## src/rtl/perip_responder_pkg.sv

```systemverilog
// Shared definitions for the peripheral responder: register offsets, store
// size encodings, UART state encoding, USTAT bit layout and store merging.
package perip_responder_pkg;

  // Register offsets inside the 256-byte window.
  localparam logic [7:0] OFF_SW    = 8'h00;
  localparam logic [7:0] OFF_LED   = 8'h04;
  localparam logic [7:0] OFF_SEG   = 8'h08;
  localparam logic [7:0] OFF_TCTRL = 8'h0C;
  localparam logic [7:0] OFF_TVAL  = 8'h10;
  localparam logic [7:0] OFF_UDATA = 8'h14;
  localparam logic [7:0] OFF_USTAT = 8'h18;

  // Store size encodings carried on perip_mask[1:0].
  localparam logic [1:0] SZ_BYTE = 2'b00;
  localparam logic [1:0] SZ_HALF = 2'b01;
  localparam logic [1:0] SZ_WORD = 2'b10;

  typedef enum logic [1:0] {
    UART_IDLE  = 2'd0,
    UART_START = 2'd1,
    UART_DATA  = 2'd2,
    UART_STOP  = 2'd3
  } uart_state_e;

  // USTAT field positions.
  localparam int USTAT_BUSY  = 0;
  localparam int USTAT_FULL  = 1;
  localparam int USTAT_EMPTY = 2;
  localparam int USTAT_LVL   = 3;
  localparam int USTAT_OVF   = 6;

  // Merge an unshifted store into a 32-bit register; misaligned halves and
  // words leave the register untouched.
  function automatic logic [31:0] merge_store(input logic [31:0] cur,
                                              input logic [31:0] wdata,
                                              input logic [1:0]  lane,
                                              input logic [1:0]  size);
    logic [31:0] res;
    res = cur;
    case (size)
      SZ_BYTE: res[{lane, 3'b000} +: 8] = wdata[7:0];
      SZ_HALF: begin
        if (lane[0] == 1'b0) begin
          res[{lane[1], 4'b0000} +: 16] = wdata[15:0];
        end else begin
          res = cur;
        end
      end
      SZ_WORD: begin
        if (lane == 2'b00) begin
          res = wdata;
        end else begin
          res = cur;
        end
      end
      default: res = cur;
    endcase
    return res;
  endfunction

endpackage

```

## src/rtl/perip_responder_uart_tx_core.sv

```systemverilog
// UART transmitter: small TX FIFO, baud counter and START/DATA/STOP framer.
// Back-to-back frames are sent with no idle gap while the FIFO has data.
module uart_tx_core
  import perip_responder_pkg::*;
#(
  parameter int BAUD_DIV   = 434,
  parameter int FIFO_DEPTH = 4,
  parameter int LVL_W      = $clog2(FIFO_DEPTH) + 32'd1
) (
  input  logic             clk,
  input  logic             rst_n,
  input  logic             push,
  input  logic [7:0]       data,
  output logic             full,
  output logic             empty,
  output logic [LVL_W-1:0] level,
  output logic             busy,
  output logic             txd
);

  localparam int PW = (FIFO_DEPTH > 32'd1) ? $clog2(FIFO_DEPTH) : 32'd1;
  localparam int BW = (BAUD_DIV > 32'd1) ? $clog2(BAUD_DIV) : 32'd1;
  localparam logic [BW-1:0]    BAUD_LAST = BW'(BAUD_DIV - 32'd1);
  localparam logic [BW-1:0]    BAUD_ONE  = BW'(32'd1);
  localparam logic [BW-1:0]    BAUD_ZERO = BW'(32'd0);
  localparam logic [PW-1:0]    PTR_ONE   = PW'(32'd1);
  localparam logic [LVL_W-1:0] LVL_ONE   = LVL_W'(32'd1);
  localparam logic [LVL_W-1:0] LVL_FULL  = LVL_W'(FIFO_DEPTH);

  logic [7:0]       mem_r [FIFO_DEPTH];
  logic [PW-1:0]    wr_ptr_r, rd_ptr_r;
  logic [LVL_W-1:0] count_r;
  uart_state_e      state_r, state_s;
  logic [BW-1:0]    baud_r, baud_s;
  logic [2:0]       idx_r, idx_s;
  logic [7:0]       shift_r, shift_s;
  logic             txd_r, txd_s;
  logic             pop_s, push_ok_s, full_s, empty_s, baud_done_s;

  assign full_s      = (count_r == LVL_FULL);
  assign empty_s     = (count_r == {LVL_W{1'b0}});
  assign push_ok_s   = push & ~full_s;
  assign baud_done_s = (baud_r == BAUD_LAST);

  // FIFO storage; contents need no reset because count_r gates every read.
  always_ff @(posedge clk) begin
    if (push_ok_s) begin
      mem_r[wr_ptr_r] <= data;
    end
  end

  // FIFO pointers and occupancy; a push on a full FIFO is dropped.
  always_ff @(posedge clk or negedge rst_n) begin
    if (!rst_n) begin
      wr_ptr_r <= {PW{1'b0}};
      rd_ptr_r <= {PW{1'b0}};
      count_r  <= {LVL_W{1'b0}};
    end else begin
      if (push_ok_s) wr_ptr_r <= wr_ptr_r + PTR_ONE;
      if (pop_s)     rd_ptr_r <= rd_ptr_r + PTR_ONE;
      case ({push_ok_s, pop_s})
        2'b10:   count_r <= count_r + LVL_ONE;
        2'b01:   count_r <= count_r - LVL_ONE;
        default: count_r <= count_r;
      endcase
    end
  end

  // Framer state register; reset forces the line idle high at once.
  always_ff @(posedge clk or negedge rst_n) begin
    if (!rst_n) begin
      state_r <= UART_IDLE;
      baud_r  <= BAUD_ZERO;
      idx_r   <= 3'd0;
      shift_r <= 8'h00;
      txd_r   <= 1'b1;
    end else begin
      state_r <= state_s;
      baud_r  <= baud_s;
      idx_r   <= idx_s;
      shift_r <= shift_s;
      txd_r   <= txd_s;
    end
  end

  // Framer next state: txd is registered with the value of the entered state.
  always_comb begin
    state_s = state_r;
    baud_s  = baud_r;
    idx_s   = idx_r;
    shift_s = shift_r;
    txd_s   = txd_r;
    pop_s   = 1'b0;
    case (state_r)
      UART_IDLE: begin
        baud_s = BAUD_ZERO;
        if (!empty_s) begin
          pop_s   = 1'b1;
          shift_s = mem_r[rd_ptr_r];
          state_s = UART_START;
          txd_s   = 1'b0;
        end else begin
          txd_s = 1'b1;
        end
      end
      UART_START: begin
        if (baud_done_s) begin
          baud_s  = BAUD_ZERO;
          idx_s   = 3'd0;
          state_s = UART_DATA;
          txd_s   = shift_r[0];
          shift_s = {1'b0, shift_r[7:1]};
        end else begin
          baud_s = baud_r + BAUD_ONE;
        end
      end
      UART_DATA: begin
        if (baud_done_s) begin
          baud_s = BAUD_ZERO;
          if (idx_r == 3'd7) begin
            state_s = UART_STOP;
            txd_s   = 1'b1;
          end else begin
            idx_s   = idx_r + 3'd1;
            txd_s   = shift_r[0];
            shift_s = {1'b0, shift_r[7:1]};
          end
        end else begin
          baud_s = baud_r + BAUD_ONE;
        end
      end
      UART_STOP: begin
        if (baud_done_s) begin
          baud_s = BAUD_ZERO;
          if (!empty_s) begin
            pop_s   = 1'b1;
            shift_s = mem_r[rd_ptr_r];
            state_s = UART_START;
            txd_s   = 1'b0;
          end else begin
            state_s = UART_IDLE;
            txd_s   = 1'b1;
          end
        end else begin
          baud_s = baud_r + BAUD_ONE;
        end
      end
      default: begin
        state_s = UART_IDLE;
        baud_s  = BAUD_ZERO;
        txd_s   = 1'b1;
      end
    endcase
  end

  assign full  = full_s;
  assign empty = empty_s;
  assign level = count_r;
  assign busy  = (state_r != UART_IDLE);
  assign txd   = txd_r;

endmodule

```

## src/rtl/perip_responder.sv

```systemverilog
// Peripheral data-port responder: address decode, switch/LED/7-seg
// registers, free-running timer and a FIFO-buffered UART transmitter.
module perip_responder
  import perip_responder_pkg::*;
#(
  parameter logic [31:0] PERIP_BASE = 32'h8020_0000,
  parameter int          PRESCALE   = 50000,
  parameter int          BAUD_DIV   = 434,
  parameter int          FIFO_DEPTH = 4
) (
  input  logic        clk,
  input  logic        rst_n,
  input  logic [31:0] perip_addr,
  input  logic        perip_wen,
  input  logic [2:0]  perip_mask,
  input  logic [31:0] perip_wdata,
  output logic [31:0] perip_rdata,
  output logic        perip_hit,
  input  logic [15:0] sw_in,
  output logic [31:0] led_out,
  output logic [31:0] seg_out,
  output logic        uart_txd
);

  localparam int LW  = $clog2(FIFO_DEPTH) + 32'd1;
  localparam int PSW = (PRESCALE > 32'd1) ? $clog2(PRESCALE) : 32'd1;
  localparam logic [PSW-1:0] PRESC_LAST = PSW'(PRESCALE - 32'd1);
  localparam logic [PSW-1:0] PRESC_ONE  = PSW'(32'd1);

  logic [5:0]    word_s;
  logic [1:0]    lane_s, size_s;
  logic          hit_s, wr_s, aligned_s;
  logic          wr_led_s, wr_seg_s, wr_tctrl_s, wr_udata_s, wr_ustat_s;
  logic [15:0]   sw_meta_r, sw_sync_r;
  logic [31:0]   led_r, seg_r, tval_r, ustat_s, rdata_s;
  logic [PSW-1:0] presc_r;
  logic          en_r, ovf_r;
  logic          u_full_s, u_empty_s, u_busy_s;
  logic [LW-1:0] u_level_s;
  logic [2:0]    lvl3_s;
  logic          unused_s;

  // The load-unsigned flag has no meaning for a responder.
  assign unused_s = perip_mask[2];

  assign hit_s      = (perip_addr[31:8] == PERIP_BASE[31:8]);
  assign word_s     = perip_addr[7:2];
  assign lane_s     = perip_addr[1:0];
  assign size_s     = perip_mask[1:0];
  assign aligned_s  = (lane_s == 2'b00);
  assign wr_s       = perip_wen & hit_s;
  assign wr_led_s   = wr_s & (word_s == OFF_LED[7:2]);
  assign wr_seg_s   = wr_s & (word_s == OFF_SEG[7:2]);
  assign wr_tctrl_s = wr_s & aligned_s & (word_s == OFF_TCTRL[7:2]);
  assign wr_udata_s = wr_s & aligned_s & (word_s == OFF_UDATA[7:2]);
  assign wr_ustat_s = wr_s & aligned_s & (word_s == OFF_USTAT[7:2]);

  // Two-flop synchronizer for the asynchronous switch pins.
  always_ff @(posedge clk or negedge rst_n) begin
    if (!rst_n) begin
      sw_meta_r <= 16'h0000;
      sw_sync_r <= 16'h0000;
    end else begin
      sw_meta_r <= sw_in;
      sw_sync_r <= sw_meta_r;
    end
  end

  // LED and 7-seg registers with byte/half/word lane merging.
  always_ff @(posedge clk or negedge rst_n) begin
    if (!rst_n) begin
      led_r <= 32'h0000_0000;
      seg_r <= 32'h0000_0000;
    end else begin
      if (wr_led_s) led_r <= merge_store(led_r, perip_wdata, lane_s, size_s);
      if (wr_seg_s) seg_r <= merge_store(seg_r, perip_wdata, lane_s, size_s);
    end
  end

  // Timer: enable bit, prescaler and TVAL; a clear write beats an increment.
  always_ff @(posedge clk or negedge rst_n) begin
    if (!rst_n) begin
      en_r    <= 1'b0;
      presc_r <= {PSW{1'b0}};
      tval_r  <= 32'h0000_0000;
    end else begin
      if (wr_tctrl_s) en_r <= perip_wdata[0];
      if (wr_tctrl_s && perip_wdata[1]) begin
        presc_r <= {PSW{1'b0}};
        tval_r  <= 32'h0000_0000;
      end else if (en_r) begin
        if (presc_r == PRESC_LAST) begin
          presc_r <= {PSW{1'b0}};
          tval_r  <= tval_r + 32'd1;
        end else begin
          presc_r <= presc_r + PRESC_ONE;
        end
      end
    end
  end

  // Sticky overflow: a push into a full FIFO sets it, a write-1 clears it.
  always_ff @(posedge clk or negedge rst_n) begin
    if (!rst_n) begin
      ovf_r <= 1'b0;
    end else if (wr_udata_s && u_full_s) begin
      ovf_r <= 1'b1;
    end else if (wr_ustat_s && perip_wdata[USTAT_OVF]) begin
      ovf_r <= 1'b0;
    end
  end

  uart_tx_core #(
    .BAUD_DIV   (BAUD_DIV),
    .FIFO_DEPTH (FIFO_DEPTH),
    .LVL_W      (LW)
  ) u_uart (
    .clk   (clk),
    .rst_n (rst_n),
    .push  (wr_udata_s),
    .data  (perip_wdata[7:0]),
    .full  (u_full_s),
    .empty (u_empty_s),
    .level (u_level_s),
    .busy  (u_busy_s),
    .txd   (uart_txd)
  );

  assign lvl3_s = 3'(u_level_s);

  // Word-aligned read mux; anything unmapped or outside the window reads 0.
  always_comb begin
    ustat_s = 32'h0000_0000;
    ustat_s[USTAT_BUSY]     = u_busy_s;
    ustat_s[USTAT_FULL]     = u_full_s;
    ustat_s[USTAT_EMPTY]    = u_empty_s;
    ustat_s[USTAT_LVL +: 3] = lvl3_s;
    ustat_s[USTAT_OVF]      = ovf_r;
    rdata_s = 32'h0000_0000;
    if (hit_s) begin
      case (word_s)
        OFF_SW[7:2]:    rdata_s = {16'h0000, sw_sync_r};
        OFF_LED[7:2]:   rdata_s = led_r;
        OFF_SEG[7:2]:   rdata_s = seg_r;
        OFF_TCTRL[7:2]: rdata_s = {31'h0000_0000, en_r};
        OFF_TVAL[7:2]:  rdata_s = tval_r;
        OFF_USTAT[7:2]: rdata_s = ustat_s;
        default:        rdata_s = 32'h0000_0000;
      endcase
    end else begin
      rdata_s = 32'h0000_0000;
    end
  end

  assign perip_rdata = rdata_s;
  assign perip_hit   = hit_s;
  assign led_out     = led_r;
  assign seg_out     = seg_r;

endmodule

```

## config.mk

```make
export PLATFORM = sky130hd
export DESIGN_NAME = perip_responder
export DESIGN_NICKNAME = d
export VERILOG_FILES = /design/src/rtl/perip_responder_pkg.sv /design/src/rtl/perip_responder_uart_tx_core.sv /design/src/rtl/perip_responder.sv
export SDC_FILE = /design/constraint.sdc
export NUM_CORES = 1
export LEC_CHECK = 0
export ABC_CLOCK_PERIOD_IN_PS = 8200
export CORE_UTILIZATION = 56
export DETAILED_ROUTE_END_ITERATION = 6
export PLACE_DENSITY = 0.85
export SYNTH_ARGS = -nofsm -noshare
export SYNTH_HDL_FRONTEND = slang
export SYNTH_SLANG_ARGS = --single-unit
```

## constraint.sdc

```tcl
create_clock -name clk -period 8.2 [get_ports clk]
set_clock_uncertainty 0.05 [all_clocks]
set_input_delay 0.82 -clock clk [delete_from_list [all_inputs] [get_ports clk]]
set_output_delay 0.82 -clock clk [all_outputs]
set_load 0.02 [all_outputs]
```

==> impl_metrics.env, run 1 <==
export IMPL_outcome="completed"
export IMPL_place_congestion=0.9160
export IMPL_dp_cells=1406
export IMPL_crit_arrival_ns=4.70
export IMPL_grt_pass1_wl_mm=49.47
export IMPL_slew_violations=0
export IMPL_setup_viol=0
export IMPL_drive_gt1_share_pct=10.49
export IMPL_power_leakage_nw=5.334
export IMPL_post_cts_buffers=0
export IMPL_synth_area_top_cells="dfrtp_1 (41%), edfxtp_1 (8.9%), mux2_2 (5.4%)"
export IMPL_synth_warning_count=0
export IMPL_r2r_slack_ns=4.91
export IMPL_overflow=0
export IMPL_initial_core_util_pct=57.30
export IMPL_layout_min_cycle_time_ns=5.572
export IMPL_final_cells=1445
export IMPL_grt_pass1_vias=9124
export IMPL_fill_cells=1315
export IMPL_syn_avg_cell_area_um2=10.32
export IMPL_worst_pin_slew_ns=1.299
export IMPL_ir_drop_uv=145.9
export IMPL_yosysSeqAreaShare_pct=49.90
export IMPL_synth_ff_type="dfrtp_1"
export IMPL_grt_max_degree=102
export IMPL_clkTransAtPathRegs_ns=0.06
export IMPL_max_freq_mhz=179.5
export IMPL_r2r_start="u_uart.baud_r[3]$_DFF_PN0_"
export IMPL_drt_total_wl_mm=31.14
export IMPL_synthArstFlopShare_pct=84.62
export IMPL_cts_htree_levels=1
export IMPL_die_area_um2=19760
export IMPL_syn_inst=1042
export IMPL_crit_required_ns=7.33
export IMPL_post_route_period_util_pct=67.96
export IMPL_coreArea_um2=18770
export IMPL_via_count=9367
export IMPL_die_h_um=140.6
export IMPL_nNetsFinal=1307
export IMPL_slew_headroom_pct=12.68
export IMPL_clk_path_buf_depth=3
export IMPL_startpoint="perip_addr[4]"
export IMPL_postCtsResizedCells=0
export IMPL_via_per_inst=6.482
export IMPL_yosysUniqueCellTypes=59
export IMPL_p_per_area_nw_per_um2=177.2
export IMPL_synth_net_count=1152
export IMPL_holdBufCountCts=0
export IMPL_drtPass1Iterations=7
export IMPL_synth_edf_count=32
export IMPL_diodes=0
export IMPL_post_drt_wl_per_cell_um=21.55
export IMPL_hp_start="sw_meta_r[1]$_DFF_PN0_"
export IMPL_hold_viol_final=0
export IMPL_drc=0
export IMPL_portBuffers=182
export IMPL_cp_start_kind="input pin"
export IMPL_final_area_um2=13470
export IMPL_root_buffer="clkbuf_16"
export IMPL_grt_usage_pct=32.04
export IMPL_syn2layout_area_growth_pct=25.26
export IMPL_dpl_cell_area_um2=12740
export IMPL_fin_util_pct=71.77
export IMPL_hp_class="reg -> reg"
export IMPL_synth_seq_cells=208
export IMPL_crit_type="in -> out"
export IMPL_syn_cell_area_um2=10750
export IMPL_hold_slack_ns=0.2974
export IMPL_synth_area_leader_cell="dfrtp_1"
export IMPL_drv_cap=0
export IMPL_cp_end_kind="output port"
export IMPL_drtIter0Drc=1063
export IMPL_clk_latency_ns=0.51
export IMPL_antenna_found_initial=0
export IMPL_yosys_area_top_type_share_pct=40.72
export IMPL_clock_sinks=208
export IMPL_grt_setup_unrepaired="false"
export IMPL_io_pins=184
export IMPL_cts_made_buffers=23
export IMPL_rows=50
export IMPL_dieWidth_um=140.6
export IMPL_cp_max_fo=10
export IMPL_setup_tns_final_ns=0
export IMPL_cts_tree="yes"
export IMPL_dp_hpwl_mm=21.00
export IMPL_final_antenna_net_count=0
[layer usage]
metal,global-route usage (%),vias to the layer above,wire [um]
li1,-,4162,-
met5,0,-,0
met1,42.25,4567,12110
met3,5.299,99,2716
met2,52.61,539,14990
met4,14.19,0,1320
[through the flow]
| stage | total power, W | worst slack, ns |
|---|---|---|
| 4_1_cts | 0.002392 | 2.753 |
| 3_5_place_dp | 0.001391 | 2.782 |
| 6_report | 0.002387 | 2.628 |
| 2_1_floorplan | 0.001276 | 4.678 |
| 5_1_grt | 0.002472 | 2.484 |
| 3_3_place_gp | 0.001378 | 2.832 |
[synthesized netlist by cell type, drive strengths merged (12+ instances only)]
| cell type | number |
|---|---|
| nand2 | 85 |
| ha | 23 |
| a22oi | 41 |
| inv | 55 |
| a222oi | 32 |
| dfrtp | 175 |
| clkbuf | 54 |
| xor2 | 12 |
| nor2 | 83 |
| a22o | 42 |
| a21oi | 36 |
| edfxtp | 32 |
| xnor2 | 30 |
| o21ai | 78 |
| nor3 | 20 |
| mux2 | 52 |
| and2 | 12 |
| nor4 | 23 |
| nand3 | 19 |
| nand4 | 20 |
| or4 | 12 |
[placed cells by master, fill, tap and decap left out, drive strengths merged, types with 7 or more instances in the layout]
cell | synthesis | layout
nor3 | 20 | 20
a22o | 42 | 42
o21ai | 78 | 78
and3 | 10 | 10
edfxtp | 32 | 32
a22oi | 41 | 41
o21a | 7 | 7
a21oi | 36 | 36
xor2 | 12 | 12
dfrtp | 175 | 175
xnor2 | 30 | 30
clkinv | 1 | 7
clkdlybuf4s50 | 0 | 181
nor2 | 83 | 83
nand2 | 85 | 85
nor4 | 23 | 23
nand4 | 20 | 20
nand3 | 19 | 19
a222oi | 32 | 32
and4 | 9 | 9
or4 | 12 | 12
mux4 | 8 | 8
clkbuf | 54 | 27
buf | 9 | 12
ha | 23 | 23
inv | 55 | 59
and2 | 12 | 12
nand2b | 7 | 7
mux2 | 52 | 52
[where the power goes]
group          leakage (nW)  internal (W)  switching (W)
Sequential             2.37       0.00108      0.0000159
Combinational          2.60      0.000130       0.000146
Clock                 0.363      0.000578       0.000433
Total                  5.33       0.00179       0.000595
[cell families after synthesis]
group | after synthesis | share of synthesized area (%)
multiplexers | 62 | 7.307
adder cells (fa/ha/maj) | 24 | 2.862
AND/OR/NAND/NOR | 334 | 16.03
flip-flops | 208 | 49.90
AO/OA/AOI/OAI | 253 | 16.24
XOR/XNOR | 42 | 3.421
buffers and inverters | 119 | 4.235
[cell type report]
cell class	instances	area [um^2]	share of cell area, %
Inverter	56	210.2	1.560
Tap cell	234	292.8	2.174
Sequential cell	208	5366	39.84
Timing Repair Buffer	193	1906	14.15
Multi-Input combinational cell	715	4961	36.83
Clock inverter	12	113.9	0.8453
Clock buffer	27	620.6	4.607
[worst paths after layout]
check,endpoint,depth (start not counted)
min,sw_sync_r[1]$_DFF_PN0_,0
min reg2reg,sw_sync_r[1]$_DFF_PN0_,0
max in group asynchronous,sw_sync_r[14]$_DFF_PN0_,2
min in group asynchronous,u_uart.rd_ptr_r[1]$_DFFE_PN0P_,1
max reg2reg,u_uart.level[2]$_DFFE_PN0P_,9
max,perip_rdata[0],7
[worst max-delay path, stage by stage]
cell	delay [ns]
clkdlybuf4s50_1	0.54
nor4_1	0.85
and2_1	0.41
nor2b_1	0.88
a222oi_1	0.27
a21oi_1	0.28
clkdlybuf4s50_1	0.65
Note: power is estimated with default switching activity, not from simulation.
==> inputs of run 2 (changes only) <==
ABC_CLOCK_PERIOD_IN_PS = 5000   (was 8200)
CORE_UTILIZATION = 49   (was 56)
PLACE_DENSITY = 0.79   (was 0.85)
clock period = 5 ns   (was 8.2 ns; I/O delays follow)
==> run 2 against run 1 <==
Largest cell class unchanged; clock-buffer cell count is 3 higher; power is 64% higher; non-clock buffer count is 9 higher; critical path depth is 2 higher.
==> impl_metrics.env, run 2 (synthesized netlist as in run 1, its figures left out) <==
export IMPL_fill_cells=1646
export IMPL_post_drt_wl_per_cell_um=21.28
export IMPL_drc=0
export IMPL_drive_gt1_share_pct=11.14
export IMPL_holdBufCountCts=0
export IMPL_nNetsFinal=1315
export IMPL_layout_common_cells="clkdlybuf4s50_1 (181), dfrtp_1 (175), nand2_1 (85), nor2_1 (82), o21ai_0 (77)"
export IMPL_diodes=0
export IMPL_drt_total_wl_mm=31.84
export IMPL_r2r_slack_ns=1.93
export IMPL_final_cells=1496
export IMPL_clk_path_buf_depth=3
export IMPL_place_congestion=0.8560
export IMPL_via_count=9327
export IMPL_io_pins=184
export IMPL_ir_drop_uv=188.6
export IMPL_overflow=0
export IMPL_cp_max_fo=26
export IMPL_clk_latency_ns=0.50
export IMPL_grt_pass1_vias=9236
export IMPL_dp_hpwl_mm=21.77
export IMPL_final_antenna_net_count=0
export IMPL_rows=53
export IMPL_crit_arrival_ns=3.54
export IMPL_layout_commonest_cell="clkdlybuf4s50_1"
export IMPL_setup_tns_final_ns=0
export IMPL_via_per_inst=6.235
export IMPL_path_cells="clkdlybuf4s50_1 -> nor4b_1 -> nand4_1 -> or2_2 -> clkinv_1 -> nand3_1 -> buf_4 -> a21oi_1 -> clkdlybuf4s50_1"
export IMPL_cp_slowest_cell="clkdlybuf4s50_1"
export IMPL_syn2layout_area_growth_pct=26.56
export IMPL_coreArea_um2=21290
export IMPL_cts_made_buffers=22
export IMPL_netSwitchingFraction_pct=24.07
export IMPL_post_route_period_util_pct=81.85
export IMPL_pwr_share_seq_pct=46.1
export IMPL_power_leakage_nw=5.392
export IMPL_die_h_um=150.1
export IMPL_cp_start_kind="input pin"
export IMPL_grt_max_degree=177
export IMPL_cts_tree="yes"
export IMPL_initial_core_util_pct=50.52
export IMPL_portBuffers=182
export IMPL_antenna_found_initial=0
export IMPL_combPwrFrac_pct=11.6
export IMPL_cp_slowest_stage_delay_ns=0.64
export IMPL_postCtsResizedCells=0
export IMPL_grt_pass1_wl_mm=50.09
export IMPL_layout_min_cycle_time_ns=4.092
export IMPL_clkTransAtPathRegs_ns=0.06
export IMPL_clock_power_share_pct=42.2
export IMPL_p_int_w=0.002977
export IMPL_post_cts_buffers=0
export IMPL_drv_cap=0
export IMPL_regArea_um2=5366
export IMPL_cts_htree_levels=1
export IMPL_clock_sinks=208
export IMPL_crit_required_ns=4.45
export IMPL_p_per_area_nw_per_um2=288.0
export IMPL_setup_viol=0
export IMPL_hold_viol_final=0
export IMPL_drtIter0Drc=1043
export IMPL_die_area_um2=22540
export IMPL_cp_end_kind="output port"
export IMPL_drtPass1Iterations=7
export IMPL_hp_class="in -> async"
export IMPL_grt_setup_unrepaired="false"
export IMPL_multi_input_area_um2=4961
export IMPL_dp_cells=1456
export IMPL_outcome="completed"
export IMPL_slew_violations=0
export IMPL_worst_pin_slew_ns=1.251
export IMPL_path_common_cell="clkdlybuf4s50_1"
export IMPL_grt_usage_pct=28.78
export IMPL_p_sw_w=0.0009435
export IMPL_max_freq_mhz=244.4
export IMPL_fin_util_pct=63.94
export IMPL_slew_headroom_pct=15.83
export IMPL_root_buffer="clkbuf_16"
export IMPL_crit_type="in -> out"
export IMPL_dieWidth_um=150.1
==> run 2: cell count changes in the layout (fill, tap and decap cells not counted), sizes merged <==
| cell | delta |
|---|---|
| clkinv | +1 |
| buf | +9 |
| clkbuf | +3 |
| clkinvlp | +1 |
| inv | -4 |
==> run 2: critical path: cells and delay by family <==
| family | cells | cell delay [ns] |
|---|---|---|
| AO/OA/AOI/OAI | 1 | 0.17 |
| buffers and inverters | 4 | 1.57 |
| AND/OR/NAND/NOR | 4 | 1.27 |
==> run 2: final cells by class <==
type                       instances  share of cell area (%)
inverter                          56                   1.544
tap                              275                   2.528
sequential                       208                   39.43
clock buffer                      30                   4.872
clock inverter                    10                  0.5883
timing repair buffer             202                   14.59
multi-input combinational        715                   36.45
==> run 2: metal layers <==
metal	GRT usage (%)	wire, um	up-vias
met1	37.77	12640	4554
met3	5.333	2791	85
met5	0	0	-
li1	-	-	4181
met2	46.85	15100	507
met4	12.07	1301	0
==> run 2: power by group through the flow <==
stage / logic, W / clock network, W / registers, W
3_5_place_dp: 0.000446 / 0 / 0.00184
6_report: 0.000456 / 0.00166 / 0.00181
2_1_floorplan: 0.000262 / 0 / 0.00183
3_3_place_gp: 0.000431 / 0 / 0.00183
4_1_cts: 0.000454 / 0.00169 / 0.00181
5_1_grt: 0.000502 / 0.00175 / 0.00181
==> run 2: path summary, 6_finish.rpt <==
path	from	end	depth (start not counted)
min in group clk	sw_meta_r[14]$_DFF_PN0_	sw_sync_r[14]$_DFF_PN0_	0
max	perip_addr[23]	perip_rdata[11]	9
min	rst_n	u_uart.shift_r[3]$_DFFE_PN0P_	2
max reg2reg	presc_r[4]$_DFFE_PN0P_	tval_r[28]$_DFFE_PN0P_	5
min reg2reg	sw_meta_r[14]$_DFF_PN0_	sw_sync_r[14]$_DFF_PN0_	0
max in group asynchronous	rst_n	asynchronous set/reset pin	2
==> run 2: through the flow <==
step / area (um^2) / total power [W] / hold slack, ns / setup slack [ns]
after global placement: 12870 / 0.002264 / 0.2824 / 0.9522
after global routing: 13610 / 0.004058 / 0.1918 / 0.7472
after CTS: 13610 / 0.003947 / 0.1744 / 0.9097
final: 13610 / 0.003920 / 0.05007 / 0.9077
after detailed placement: 12870 / 0.002282 / 0.2847 / 0.9272
after floorplan: 10750 / 0.002093 / 0.1544 / 1.854
==> inputs of run 3 (changes only) <==
ABC_CLOCK_PERIOD_IN_PS = 3500   (was 5000)
clock period = 3.5 ns   (was 5 ns; I/O delays follow)
==> run 3 against run 2 <==
The run now ends with design-rule violations left; via count is 1.2% higher; combinational power is 44% higher; global-route usage shrank 0.13 points; clock power rose by 40%; register-to-register slack got worse by 1.4 ns; hold slack better by 0.18 ns; largest power group unchanged.
==> impl_metrics.env, run 3 (synthesized netlist as in run 1, its figures left out) <==
export IMPL_outcome="finished with violations"
export IMPL_violations="design-rule violations"
export IMPL_drtPass1Iterations=7
export IMPL_cts_htree_levels=1
export IMPL_slew_headroom_pct=45.13
export IMPL_crit_type="in -> out"
export IMPL_layout_min_cycle_time_ns=3.297
export IMPL_layout_commonest_cell="clkdlybuf4s50_1"
export IMPL_cts_tree="yes"
export IMPL_drc=3
export IMPL_die_area_um2=22540
export IMPL_rows=53
export IMPL_hold_end="sw_meta_r[1]$_DFF_PN0_"
export IMPL_fin_util_pct=64.79
export IMPL_grt_setup_unrepaired="false"
export IMPL_reg2reg_to="tval_r[26]$_DFFE_PN0P_"
export IMPL_r2r_slack_ns=0.49
export IMPL_min_delay_path_depth=1
export IMPL_clock_sinks=208
export IMPL_hp_class="in -> reg"
export IMPL_cp_end_kind="output port"
export IMPL_rr_worst_depth=5
export IMPL_layout_common_cells="clkdlybuf4s50_1 (181), dfrtp_1 (175), nand2_1 (85), nor2_1 (82), o21ai_0 (77)"
export IMPL_max_freq_mhz=303.3
export IMPL_postCtsResizedCells=0
export IMPL_syn2layout_area_growth_pct=28.24
export IMPL_root_buffer="clkbuf_16"
export IMPL_dp_hpwl_mm=22.47
export IMPL_cts_made_buffers=23
export IMPL_clkTransAtPathRegs_ns=0.06
export IMPL_initial_core_util_pct=50.52
export IMPL_via_per_inst=6.232
export IMPL_die_h_um=150.1
export IMPL_grt_max_degree=86
export IMPL_nNetsFinal=1335
export IMPL_power_leakage_nw=5.494
export IMPL_worst_pin_slew_ns=0.8231
export IMPL_setup_tns_final_ns=0
export IMPL_setup_viol=0
export IMPL_cp_max_fo=26
export IMPL_io_pins=184
export IMPL_drt_total_wl_mm=31.90
export IMPL_r2r_start="presc_r[4]$_DFFE_PN0P_"
export IMPL_hold_viol_final=0
export IMPL_slew_violations=0
export IMPL_drv_cap=0
export IMPL_portBuffers=182
export IMPL_coreArea_um2=21290
export IMPL_cp_start_kind="input pin"
export IMPL_antenna_found_initial=0
export IMPL_post_route_period_util_pct=94.19
export IMPL_p_per_area_nw_per_um2=403.3
export IMPL_overflow=0
export IMPL_clk_path_buf_depth=3
export IMPL_post_drt_wl_per_cell_um=21.06
export IMPL_via_count=9441
export IMPL_drtIter0Drc=948
export IMPL_drive_gt1_share_pct=12.34
export IMPL_grt_pass1_vias=9203
export IMPL_final_antenna_net_count=0
export IMPL_hp_start="sw_in[1]"
export IMPL_grt_pass1_wl_mm=50.00
export IMPL_grt_usage_pct=28.65
export IMPL_place_congestion=0.9034
export IMPL_crit_required_ns=3.10
export IMPL_crit_arrival_ns=2.90
export IMPL_fill_cells=1595
export IMPL_dieWidth_um=150.1
export IMPL_ir_drop_uv=281.4
export IMPL_diodes=0
export IMPL_clk_latency_ns=0.50
==> run 3: metrics by stage <==
step | total power (W) | setup slack [ns] | area [um^2] | std cells | hold WS, ns
final | 0.005562 | 0.2034 | 13790 | 1515 | 0.2341
after global placement | 0.003244 | 0.1997 | 13050 | 1474 | 0.2822
after CTS | 0.005593 | 0.1748 | 13790 | 1515 | 0.2268
after global routing | 0.005754 | 0.04519 | 13790 | 1515 | 0.2255
after floorplan | 0.002990 | 0.5040 | 10750 | 1042 | 0.004409
after detailed placement | 0.003269 | 0.1314 | 13050 | 1474 | 0.2847
==> run 3: area by class of cell <==
type	instances	area (um^2)	area share, %
clock buffer	31	655.6	4.754
tap	275	344.1	2.495
sequential	208	5366	38.91
clock inverter	9	72.57	0.5262
inverter	56	210.2	1.524
multi-input combinational	715	4961	35.97
timing repair buffer	221	2181	15.81
==> run 3: critical path: stages <==
cell             delay (ns)
clkdlybuf4s50_1        0.41
nor4b_1                0.29
nand4_1                0.18
or2_2                  0.37
clkinv_1               0.07
nand3_1                0.12
buf_4                  0.27
a21oi_1                0.17
clkdlybuf4s50_1        0.64
==> run 3: power breakdown <==
part	total, W	internal [W]	leakage (nW)	switching (W)
Combinational	0.000658	0.000318	2.76	0.000340
Sequential	0.00258	0.00254	2.37	0.0000360
Clock	0.00233	0.00138	0.365	0.000947
==> run 3: worst max-delay path by stage <==
stage	from	endpoint	slack (ns)	depth (start not counted)
CTS	perip_addr[23]	perip_rdata[11]	0.17	9
global placement	perip_addr[22]	u_uart.level[2]$_DFFE_PN0P_	0.20	12
detailed placement	perip_addr[23]	u_uart.level[1]$_DFFE_PN0P_	0.13	10
finish	perip_addr[23]	perip_rdata[11]	0.20	9
floorplan	perip_addr[23]	u_uart.level[2]$_DFFE_PN0P_	0.50	12
global route	perip_addr[23]	perip_rdata[15]	0.05	9
==> run 3: timing repair <==
action | CTS | global route
setup buffers | 0 | 0
hold buffers | 1 | 0
hold endpoints to repair | 82 | 0
==> run 3: routing by layer <==
metal | vias up | GRT usage [%] | wire (um)
met5 | - | 0 | 0
met4 | 0 | 11.57 | 1382
met3 | 95 | 6.152 | 2821
met2 | 486 | 46.39 | 14830
met1 | 4636 | 37.49 | 12870
li1 | 4224 | - | -
==> edit, RTL diff (flow settings as in run 2) <==
Take the reset off `shift_r` and load it in a clocked block of its own.
--- a/src/rtl/perip_responder_uart_tx_core.sv
+++ b/src/rtl/perip_responder_uart_tx_core.sv
@@ -72,15 +72,17 @@
       state_r <= UART_IDLE;
       baud_r  <= BAUD_ZERO;
       idx_r   <= 3'd0;
-      shift_r <= 8'h00;
       txd_r   <= 1'b1;
     end else begin
       state_r <= state_s;
       baud_r  <= baud_s;
       idx_r   <= idx_s;
-      shift_r <= shift_s;
       txd_r   <= txd_s;
     end
+  end
+
+  always_ff @(posedge clk) begin
+    shift_r <= shift_s;
   end
 
   // Framer next state: txd is registered with the value of the entered state.
Function: not settled (the Yosys comparison gave no result); the edit may change what the design does.
==> edit against run 2 <==
Critical path type unchanged; largest power group unchanged; first-iteration DRC count grew 5.3%; synthesized area grew 6.0%; highest routed layer is now met5; final area grew 3.7%; maximum frequency grew 0.38%; wire length grew 6.2%; worst setup slack gained 0.016 ns; total power shrank 6.4%; sequential cell count is the same.
==> edit: results (changes against run 2) <==
| Metric | Value |
|---|---|
| Nets | 1417 (+7.8%) |
| Worst min-delay path class | in -> async |
| Maximum VDD drop | 0.217 mV (+15%) |
| Post-synth EDFFs | 40 (+25%) |
| Syn nets | 1274 (+11%) |
| Fillcell total | 1831 (+11%) |
| Largest net degree at the start of global routing | 94 (-47%) |
| DP Wirelength | 23.0 mm (+5.6%) |
| Clock Pin Slew Worst Setup and Hold Paths | 0.05 ns |
| Clock buffer depth | 3 (unchanged) |
| Pint | 2.83 mW (-5.1%) |
| Via count | 10100 (+8.1%) |
| Top cells by area in the synthesized netlist | dfrtp_1 37%, edfxtp_1 11%, mux2_2 5.4%, nand2_1 4.9%, a22oi_1 4.3% |
| Post_cts resized | 0 (unchanged) |
| Crit path max fanout | 22 (-15%) |
| YS warnings | 0 (unchanged) |
| Pre-antenna DRT Iters | 6 (-1) |
| Post-synthesis cell type count | 68 (+15%) |
| Arr. time, crit path | 3.53 ns (about the same) |
| Share of cells above drive strength 1 | 10.1% (-1.1 points) |
| Status | completed |
| First-pass GRT wire length | 52.8 mm (+5.5%) |
| H-Tree Depth | 1 (unchanged) |
| Worst-Margin Slew | 1.06 ns (-0.194 ns) |
| Buffers on Ports | 182 (unchanged) |
| Skew-Pair Late Insertion Delay | 0.51 ns |
| Total CTS buffers | 23 (+4.5%) |
| Ys async rst share | 80.8% (-3.8 points) |
| Top cells by count, synth | 167 x dfrtp_1, 149 x nand2_1, 93 x o21ai_0 |
| Register area share after synthesis | 47.4% (-2.5 points) |
| Static leakage | 5.40 nW (about the same) |
| Vias in the first global route | 9773 (+5.8%) |
| Postcts setup bufs | 0 (unchanged) |
| 1st-iter DRT viols | 1098 (+5.3%) |
| Final wirelength | 33.8 mm (+6.2%) |
| GPL Wtd Cong | 0.917 (+7.1%) |
| Gr usage total | 28.3% (-0.47 points) |
| Antenna violations before repair | 1 (+1) |
| Clock root buffer | clkbuf_16 |
-- edit: cell types whose count changed after synthesis, moves of 14 or more --
cell and change:
a22o_1 -30, a22oi_1 +25, clkbuf_1 +16, nand2_1 +64, nand2b_1 +14, o21ai_0 +16
-- edit: per-stage QoR --
step | worst slack (ns) | power (mW) | instance area, um2 | std cells | hold slack (ns)
after floorplan | 2.05 | 1.91 | 11400 | 1164 | 0.154
after global placement | 0.970 | 2.06 | 13400 | 1567 | 0.282
after detailed placement | 0.914 | 2.07 | 13400 | 1567 | 0.285
after CTS | 0.904 | 3.69 | 14100 | 1607 | 0.0806
after global routing | 0.752 | 3.78 | 14100 | 1607 | 0.131
final | 0.923 | 3.67 | 14100 | 1608 | 0.0222
-- edit: cells by family (layout without fill, tap and decap cells) --
logic type / Yosys count / count (layout) / synth area share, %
muxes: 65 / 65 / 7.19
buffers and inverters: 136 / 294 / 4.68
other: 0 / 1 / 0
xor gates and xnor gates: 49 / 49 / 3.77
and+or+nand+nor: 406 / 406 / 17.9
AOI/OAI and AO/OA: 276 / 276 / 16.3
DFF: 208 / 208 / 47.4
adders and majority gates: 24 / 24 / 2.70
-- edit: worst paths after layout --
kind	from	end	slack [ns]	depth (start not counted)
min	rst_n	async pin	0.02	1
max reg2reg	u_uart.baud_r[3]	u_uart.level[2]	2.05	9
min in group clk	sw_meta_r[13]	sw_sync_r[13]	0.30	0
max in group asynchronous	rst_n	presc_r[12]	3.74	2
min reg2reg	sw_meta_r[13]	sw_sync_r[13]	0.30	0
max	perip_addr[9]	perip_rdata[7]	0.92	9
-- edit: power groups by stage --
| stage | sequential [mW] | combinational, mW | clock [mW] |
|---|---|---|---|
| finish | 1.76 | 0.276 | 1.63 |
| floorplan | 1.79 | 0.120 | 0 |
| detailed placement | 1.79 | 0.274 | 0 |
| global route | 1.76 | 0.303 | 1.72 |
| CTS | 1.76 | 0.274 | 1.65 |
| global placement | 1.79 | 0.266 | 0 |
-- edit: worst max-delay path, stage by stage --
cell,delay (ns)
clkdlybuf4s50_1,0.41
nor4_1,0.29
nand4_1,0.37
or2_2,0.54
inv_1,0.16
nand3_1,0.11
buf_4,0.24
a21oi_1,0.23
clkdlybuf4s50_1,0.66
-- edit: cell type report --
type / instances / area (um2) / share of cell area (%)
Antenna cell: 1 / 2.50 / 0.0177
Clock buffer: 33 / 623 / 4.41
Timing Repair Buffer: 199 / 1950 / 13.8
Multi-Input combinational cell: 820 / 5490 / 38.9
Tap cell: 285 / 357 / 2.53
Clock inverter: 7 / 82.6 / 0.585
Inverter: 55 / 206 / 1.46
Sequential cell: 208 / 5410 / 38.3
-- edit: layer usage --
layer	GRT usage (%)	up-vias	share of wire, %
li1	-	4554	-
met1	37.1	4925	40
met2	45.1	507	46
met3	5.94	92	9.9
met4	13.1	2	4.2
met5	0	-	0.038
